<file path="config.mk">
export PLATFORM = sky130hd
export DESIGN_NAME = co_co_mixer_flat
export DESIGN_NICKNAME = d
export VERILOG_FILES = /design/src/rtl/co_co_mixer_pkg.sv /design/src/rtl/co_co_mixer_if.sv /design/src/rtl/co_co_mixer_saturator.sv /design/src/rtl/co_co_mixer.sv /design/src/flat_wrapper.sv
export SDC_FILE = /design/constraint.sdc
export NUM_CORES = 1
export LEC_CHECK = 0
export CORE_UTILIZATION = 60
export CTS_BUF_LIST = sky130_fd_sc_hd__clkbuf_8
export DETAILED_ROUTE_END_ITERATION = 7
export PLACE_DENSITY = 0.91
export SYNTH_ARGS = -nofsm -noshare
export SYNTH_HDL_FRONTEND = slang
export SYNTH_SLANG_ARGS = --single-unit
export TNS_END_PERCENT = 100
</file>
<file path="constraint.sdc">
create_clock -name clk -period 11.32 [get_ports clk]
set_clock_uncertainty 0.1 [all_clocks]
set_input_delay 1.698 -clock clk [delete_from_list [all_inputs] [get_ports clk]]
set_output_delay 1.698 -clock clk [all_outputs]
set_load 0.02 [all_outputs]
</file>
<file path="src/rtl/co_co_mixer_pkg.sv">
// Shared definitions for the complex mixer: default word size, phase state
// encoding and the rounding bias derived from the word size.
package mixer_pkg;

  localparam int DSZ_DEF = 16;

  typedef enum logic [2:0] {
    IDLE,
    PH0,
    PH1,
    PH2,
    PH3
  } phase_e;

  // Half an LSB of the output word, expressed in product units.
  function automatic int rnd_const(input int dsz);
    return 1 << (dsz - 2);
  endfunction

endpackage

</file>
<file path="src/rtl/co_co_mixer_if.sv">
// Sample handshake and result bus of the complex mixer.
interface co_co_mixer_if #(
  parameter int DSZ = mixer_pkg::DSZ_DEF
);
  logic                  in_valid;
  logic                  in_ready;
  logic signed [DSZ-1:0] in_i;
  logic signed [DSZ-1:0] in_q;
  logic signed [DSZ-1:0] lo_i;
  logic signed [DSZ-1:0] lo_q;
  logic                  conj;
  logic                  out_valid;
  logic signed [DSZ-1:0] out_i;
  logic signed [DSZ-1:0] out_q;

  modport master (
    output in_valid, in_i, in_q, lo_i, lo_q, conj,
    input  in_ready, out_valid, out_i, out_q
  );

  modport slave (
    input  in_valid, in_i, in_q, lo_i, lo_q, conj,
    output in_ready, out_valid, out_i, out_q
  );
endinterface

</file>
<file path="src/rtl/co_co_mixer_saturator.sv">
// Signed saturator: clamps an ISZ-bit value into the OSZ-bit two's-complement range.
module saturator #(
  parameter int ISZ = 18,
  parameter int OSZ = 16
) (
  input  logic signed [ISZ-1:0] din,
  output logic signed [OSZ-1:0] dout
);
  localparam logic signed [ISZ-1:0] MAXV = {{(ISZ-OSZ+1){1'b0}}, {(OSZ-1){1'b1}}};
  localparam logic signed [ISZ-1:0] MINV = {{(ISZ-OSZ+1){1'b1}}, {(OSZ-1){1'b0}}};

  always_comb begin
    dout = din[OSZ-1:0];
    if (din > MAXV)      dout = MAXV[OSZ-1:0];
    else if (din < MINV) dout = MINV[OSZ-1:0];
  end
endmodule

</file>
<file path="src/rtl/co_co_mixer.sv">
// Complex x complex mixer sharing one multiplier over four phases.
// Define CO_CO_MIXER_CONJ_EN to enable multiplication by the conjugate LO via the conj input.
module co_co_mixer
  import mixer_pkg::*;
#(
  parameter int DSZ = DSZ_DEF
) (
  input logic         clk,
  input logic         reset_n,
  co_co_mixer_if.slave bus
);
  localparam int PW = 2 * DSZ;
  localparam int AW = 2 * DSZ + 1;
  localparam int RW = DSZ + 2;

  phase_e                state_q, state_d;
  logic signed [DSZ-1:0] a_q, a_d, b_q, b_d, c_q, c_d, d_q, d_d;
  logic                  conj_q, conj_d;
  logic signed [PW-1:0]  mul_q, mul_d;
  logic [1:0]            mph_q, mph_d;
  logic                  mconj_q, mconj_d, mvld_q, mvld_d;
  logic signed [AW-1:0]  acc_q, acc_d, isum_q, isum_d;
  logic [1:0]            aph_q, aph_d;
  logic                  avld_q, avld_d;
  logic                  out_valid_q, out_valid_d;
  logic signed [DSZ-1:0] out_i_q, out_i_d, out_q_q, out_q_d;

  logic                  accept, done;
  logic signed [DSZ-1:0] op_x, op_y;
  logic signed [AW-1:0]  prod;
  logic signed [RW-1:0]  rnd_i, rnd_q;
  logic signed [DSZ-1:0] sat_i, sat_q;

  function automatic logic signed [RW-1:0] round_acc(input logic signed [AW-1:0] v);
    logic signed [AW-1:0] s;
    s = v + AW'(rnd_const(DSZ));
    return RW'(s >>> (DSZ - 1));
  endfunction

  assign bus.in_ready  = (state_q == IDLE) || (state_q == PH3);
  assign accept        = bus.in_valid && bus.in_ready;
  assign prod          = AW'(mul_q);
  assign rnd_i         = round_acc(isum_q);
  assign rnd_q         = round_acc(acc_q);
  assign done          = avld_q && (aph_q == 2'd3);
  assign bus.out_valid = out_valid_q;
  assign bus.out_i     = out_i_q;
  assign bus.out_q     = out_q_q;

  saturator #(.ISZ(RW), .OSZ(DSZ)) u_sat_i (.din(rnd_i), .dout(sat_i));
  saturator #(.ISZ(RW), .OSZ(DSZ)) u_sat_q (.din(rnd_q), .dout(sat_q));

  always_comb begin
    state_d = state_q;
    a_d = a_q; b_d = b_q; c_d = c_q; d_d = d_q;
    conj_d = conj_q;
    case (state_q)
      IDLE:    if (accept) state_d = PH0;
      PH0:     state_d = PH1;
      PH1:     state_d = PH2;
      PH2:     state_d = PH3;
      PH3:     state_d = accept ? PH0 : IDLE;
      default: state_d = IDLE;
    endcase
    if (accept) begin
      a_d = bus.in_i; b_d = bus.in_q; c_d = bus.lo_i; d_d = bus.lo_q;
`ifdef CO_CO_MIXER_CONJ_EN
      conj_d = bus.conj;
`else
      conj_d = 1'b0;
`endif
    end

    // Multiplier stage: one product per phase, tagged with phase and mode
    op_x = a_q; op_y = c_q; mvld_d = 1'b1; mph_d = 2'd0;
    case (state_q)
      PH0:     begin op_x = a_q; op_y = c_q; mph_d = 2'd0; end
      PH1:     begin op_x = b_q; op_y = d_q; mph_d = 2'd1; end
      PH2:     begin op_x = a_q; op_y = d_q; mph_d = 2'd2; end
      PH3:     begin op_x = b_q; op_y = c_q; mph_d = 2'd3; end
      default: mvld_d = 1'b0;
    endcase
    mul_d   = mvld_d ? PW'(op_x) * PW'(op_y) : mul_q;
    mconj_d = mvld_d ? conj_q : mconj_q;

    // Accumulator stage: I completes after P1, Q after P3
    avld_d = mvld_q; aph_d = mph_q; acc_d = acc_q; isum_d = isum_q;
    if (mvld_q) begin
      case (mph_q)
        2'd0:    acc_d = prod;
        2'd1:    acc_d = mconj_q ? acc_q + prod : acc_q - prod;
        2'd2:    acc_d = mconj_q ? -prod : prod;
        default: acc_d = acc_q + prod;
      endcase
    end
    if (avld_q && aph_q == 2'd1) isum_d = acc_q;

    // Output stage: round, saturate, pulse valid
    out_valid_d = done;
    out_i_d     = done ? sat_i : out_i_q;
    out_q_d     = done ? sat_q : out_q_q;
  end

  always_ff @(posedge clk or negedge reset_n) begin
    if (!reset_n) begin
      state_q <= IDLE;
      a_q <= '0; b_q <= '0; c_q <= '0; d_q <= '0; conj_q <= 1'b0;
      mul_q <= '0; mph_q <= '0; mconj_q <= 1'b0; mvld_q <= 1'b0;
      acc_q <= '0; isum_q <= '0; aph_q <= '0; avld_q <= 1'b0;
      out_valid_q <= 1'b0; out_i_q <= '0; out_q_q <= '0;
    end else begin
      state_q <= state_d;
      a_q <= a_d; b_q <= b_d; c_q <= c_d; d_q <= d_d; conj_q <= conj_d;
      mul_q <= mul_d; mph_q <= mph_d; mconj_q <= mconj_d; mvld_q <= mvld_d;
      acc_q <= acc_d; isum_q <= isum_d; aph_q <= aph_d; avld_q <= avld_d;
      out_valid_q <= out_valid_d; out_i_q <= out_i_d; out_q_q <= out_q_d;
    end
  end
endmodule
</file>
<file path="src/flat_wrapper.sv">
// flat-port wrapper written by rule: the top's interface ports become plain ports
module co_co_mixer_flat import mixer_pkg::*;
#(
  parameter int DSZ = DSZ_DEF
)
  (clk, reset_n, bus_in_valid, bus_in_i, bus_in_q, bus_lo_i, bus_lo_q, bus_conj, bus_in_ready, bus_out_valid, bus_out_i, bus_out_q);
  co_co_mixer_if #(.DSZ(DSZ)) bus_i ();
  input logic clk;
  input logic reset_n;
  input wire logic [$bits(bus_i.in_valid)-1:0] bus_in_valid;
  input wire logic [$bits(bus_i.in_i)-1:0] bus_in_i;
  input wire logic [$bits(bus_i.in_q)-1:0] bus_in_q;
  input wire logic [$bits(bus_i.lo_i)-1:0] bus_lo_i;
  input wire logic [$bits(bus_i.lo_q)-1:0] bus_lo_q;
  input wire logic [$bits(bus_i.conj)-1:0] bus_conj;
  output wire logic [$bits(bus_i.in_ready)-1:0] bus_in_ready;
  output wire logic [$bits(bus_i.out_valid)-1:0] bus_out_valid;
  output wire logic [$bits(bus_i.out_i)-1:0] bus_out_i;
  output wire logic [$bits(bus_i.out_q)-1:0] bus_out_q;
  assign bus_i.in_valid = bus_in_valid;
  assign bus_i.in_i = bus_in_i;
  assign bus_i.in_q = bus_in_q;
  assign bus_i.lo_i = bus_lo_i;
  assign bus_i.lo_q = bus_lo_q;
  assign bus_i.conj = bus_conj;
  assign bus_in_ready = bus_i.in_ready;
  assign bus_out_valid = bus_i.out_valid;
  assign bus_out_i = bus_i.out_i;
  assign bus_out_q = bus_i.out_q;
  co_co_mixer #(.DSZ(DSZ)) u_core (.clk(clk), .reset_n(reset_n), .bus(bus_i));
endmodule
</file>
==> results.txt <==
----------------------------------------------------
[Synthesis]
  Instance count of the mapped netlist ... 2141
  Dominant cell by count in the synthesized netlist ... sky130_fd_sc_hd__inv_1
  Number of flops mapped to enable cells by yosys ... 0
  Net Count, Synth ... 2589
  Synthesized area ... 0.0204 mm²
  Post-synthesis async set-or-reset flop share ... 100%
  Area share of the leading cell type in the synthesized netlist ... 25.8%
  Most instantiated cells after synthesis ... sky130_fd_sc_hd__inv_1 (331), sky130_fd_sc_hd__fa_1 (263), sky130_fd_sc_hd__nand2_1 (210)
  Warnings, synthesis ... 0
  Mean post-synth cell area ... 9.53 µm²
  Sequential area share after synthesis ... 23.3%
  Ranking of synthesized cells by area ... sky130_fd_sc_hd__fa_1 (26%), sky130_fd_sc_hd__dfrtp_1 (23%), sky130_fd_sc_hd__mux2_2 (7.7%)
  Post-synthesis sequential element count ... 190
  Number of distinct standard cells referenced by the synthesized netlist ... 65
  Library cell with the largest summed area after synthesis ... sky130_fd_sc_hd__fa_1
  Ys flop type ... sky130_fd_sc_hd__dfrtp_1

[Detailed routing]
  Number of detailed-route iterations in the first pass ... 8
  Post-DR vias/cell ... 5.85
  Met2 Routed Length ... 24400 µm
  Remaining DRCs ... 0
  Sum of routed wire segments on met1 ... 19400 µm
  First-iteration detailed-routing DRC count ... 1152
  Routed wire per std cell ... 18.2 µm
  Metal3 WL ... 2920 µm
  Sum of routed wire length over all layers ... 48600 µm
  Vias after detailed routing ... 15645
  Top layer reached by signal wires ... met4
  Antenna Nets Post-Route ... 0

[Floorplan]
  Die width ... 186 µm
  Effective utilization at floorplan ... 60.9%
  Core footprint ... 0.0335 mm²
  Number of placement rows ... 67
  Boundary pin count ... 102
  Die height ... 186 µm
  Total Die Area ... 0.0348 mm²

[Placement]
  Detailed placer's ending HPWL ... 38700 µm
  Buffers added on ports ... 100
  GPL Wtd Cong ... 0.953

[Hold path]
  Count of cells along the worst hold path ... 0
  Tightest Hold Check Type ... reg -> reg

[Timing]
  Highest clock rate ... 106 MHz
  Final clock period utilization by the worst path ... 83.1%
  Unrepaired setup endpoints after global routing ... false
  Final critical-path required period ... 9410 ps
  Slew HR ... 13.2%
  Setup Total Neg Slack ... 0 ps
  Hold violation count in the final report ... 0
  Final Max Tran Viols ... 0
  Worst slew pin tran ... 1270 ps
  Total of endpoints with negative setup slack in the final report ... 0

[Finish]
  Sequential Area ... 0.00475 mm²
  Filler cell count ... 2504
  Share of cells above drive strength 1 ... 9.52%
  Ant diodes ... 0
  Layout area overhead ... 9.22%
  Multi-input logic area ... 0.0142 mm²
  Count of nets after finishing ... 2661

[Clock tree]
  Clock tree root buffer cell ... sky130_fd_sc_hd__clkbuf_8
  Hold-fix buffer count after cts ... 0
  Clock buffer depth ... 2
  TritonCTS buffer count ... 17
  Latest clock arrival within the worst-skew pair ... 520 ps
  Count of cells resized by post-cts repair ... 0
  Setup Buffers After CTS ... 0
  Number of clock sinks ... 190
  Clock transition at the register clock pins on the worst setup and hold paths after CTS ... 110 ps
  H-Tree Depth ... 4
  TritonCTS clock tree ... yes

[Worst setup path]
  Category of the worst setup path capture point ... register
  Arr. time, crit path ... 9690 ps
  Count of cells along the worst register-to-register path ... 27
  Element type at the critical path start ... register
  Worst setup path class ... reg -> reg
  WP data required ... 11600 ps
  Crit path max fanout ... 28

[Status]
  Outcome ... finished clean

[Global route]
  Number of global-route vias before repair ... 16698
  Combined global-route utilization of all metal layers ... 29.2%
  Maximum number of pins on one net before global-route repair ... 119
  Congestion Overflow GR ... 0
  First-pass GRT wire length ... 81300 µm
  Antenna violations before repair ... 0

[Job]
  Max cap viols ... 0

----------------------------------------------------
-- layout make-up --
cell class,instances,area share (%)
multi-input cells,1551,63.6
flip-flops and latches,190,21.3
inverters,333,5.61
repair buffers,120,5.18
well taps,448,2.51
clock buffers,17,1.05
clock inverters,15,0.685
-- cell families (layout without fill, tap and decap cells) --
| family | count (synthesis) | after routing | share of synthesized area [%] |
|---|---|---|---|
| fa+ha+maj | 380 | 380 | 33.0 |
| flops | 190 | 190 | 23.3 |
| buf+inv | 400 | 485 | 7.36 |
| mux | 186 | 186 | 9.97 |
| xor+xnor | 123 | 123 | 5.28 |
| simple gates | 548 | 548 | 11.8 |
| compound gates | 314 | 314 | 9.33 |
-- per-stage QoR --
stage	utilization, %	hold WS [ps]	instance area, µm²	setup slack, ps	std cells
after floorplan	-	252	20400	3260	2141
after global placement	65.3	345	21900	2330	2642
after detailed placement	65.3	339	21900	2080	2642
after CTS	66.5	343	22300	2040	2674
after global routing	66.5	346	22300	1600	2674
final	66.5	341	22300	1910	2674
-- critical path, cell delays in order, from the launching register on --
cell and delay (ps):
sky130_fd_sc_hd__dfrtp_1 500, sky130_fd_sc_hd__nand2b_1 190, sky130_fd_sc_hd__buf_4 270, sky130_fd_sc_hd__a21oi_4 460, sky130_fd_sc_hd__buf_4 380, sky130_fd_sc_hd__mux2i_1 880
sky130_fd_sc_hd__nor2_1 160, sky130_fd_sc_hd__fa_1 540, sky130_fd_sc_hd__inv_1 60, sky130_fd_sc_hd__fa_1 560, sky130_fd_sc_hd__fa_1 440, sky130_fd_sc_hd__fa_1 490
sky130_fd_sc_hd__inv_1 50, sky130_fd_sc_hd__fa_1 540, sky130_fd_sc_hd__inv_1 60, sky130_fd_sc_hd__fa_1 520, sky130_fd_sc_hd__inv_1 40, sky130_fd_sc_hd__ha_1 360
sky130_fd_sc_hd__a21o_1 210, sky130_fd_sc_hd__a21o_1 170, sky130_fd_sc_hd__a221o_1 370, sky130_fd_sc_hd__o2bb2ai_1 170, sky130_fd_sc_hd__nor3_1 370, sky130_fd_sc_hd__nor3_1 140
sky130_fd_sc_hd__o31ai_1 510, sky130_fd_sc_hd__a21oi_1 160, sky130_fd_sc_hd__and4b_1 210, sky130_fd_sc_hd__or3_1 330
-- layer usage --
metal  up-vias  GRT usage, %
li1       7056             -
met1      7838          36.0
met2       606          50.9
met3       145          4.74
met4         0          12.6
met5         -             0
-- worst paths after layout --
kind	start	end	slack (ps)
setup / recovery	u_core.state_q[2]	u_core.mul_q[30]	1910
hold / removal	u_core.aph_d[1]	u_core.aph_q[1]	340
setup reg to reg	u_core.state_q[2]	u_core.mul_q[30]	1910
hold reg to reg	u_core.aph_d[1]	u_core.aph_q[1]	340
max in group asynchronous	reset_n	u_core.bus.out_q[5]	8450
min in group asynchronous	reset_n	u_core.mul_q[3]	1210
-- registers in the layout, indices dropped and copies added (netlist names), 2 cells and up --
name	cells
u_core.acc_q	33
u_core.c_q	16
u_core.state_q	3
u_core.d_q	16
u_core.a_q	16
u_core.isum_q	19
u_core.bus.out_q	16
u_core.b_q	16
u_core.aph_d	2
u_core.aph_q	2
u_core.mul_q	32
u_core.bus.out_i	16
-- layout by cell type, fill, tap and decap left out, types with 10 or more instances in the layout --
| cell type | count |
|---|---|
| sky130_fd_sc_hd__a21oi_1 | 80 |
| sky130_fd_sc_hd__xor2_1 | 58 |
| sky130_fd_sc_hd__nor3_1 | 18 |
| sky130_fd_sc_hd__and3_1 | 13 |
| sky130_fd_sc_hd__buf_4 | 20 |
| sky130_fd_sc_hd__nor2_1 | 204 |
| sky130_fd_sc_hd__clkdlybuf4s50_1 | 99 |
| sky130_fd_sc_hd__xnor2_1 | 64 |
| sky130_fd_sc_hd__a21o_1 | 42 |
| sky130_fd_sc_hd__nand2_1 | 210 |
| sky130_fd_sc_hd__o31ai_1 | 15 |
| sky130_fd_sc_hd__o21ai_0 | 100 |
| sky130_fd_sc_hd__a31oi_1 | 16 |
| sky130_fd_sc_hd__inv_1 | 333 |
| sky130_fd_sc_hd__nand3_1 | 27 |
| sky130_fd_sc_hd__fa_1 | 263 |
| sky130_fd_sc_hd__nor2b_1 | 13 |
| sky130_fd_sc_hd__o21a_1 | 10 |
| sky130_fd_sc_hd__a211oi_1 | 12 |
| sky130_fd_sc_hd__mux2i_1 | 47 |
| sky130_fd_sc_hd__ha_1 | 117 |
| sky130_fd_sc_hd__mux2_2 | 139 |
| sky130_fd_sc_hd__clkbuf_8 | 18 |
| sky130_fd_sc_hd__dfrtp_1 | 190 |
Power is left out: the tool's default activity adds up to more than one toggle a clock period on the data nets, which glitch-free logic cannot reach.
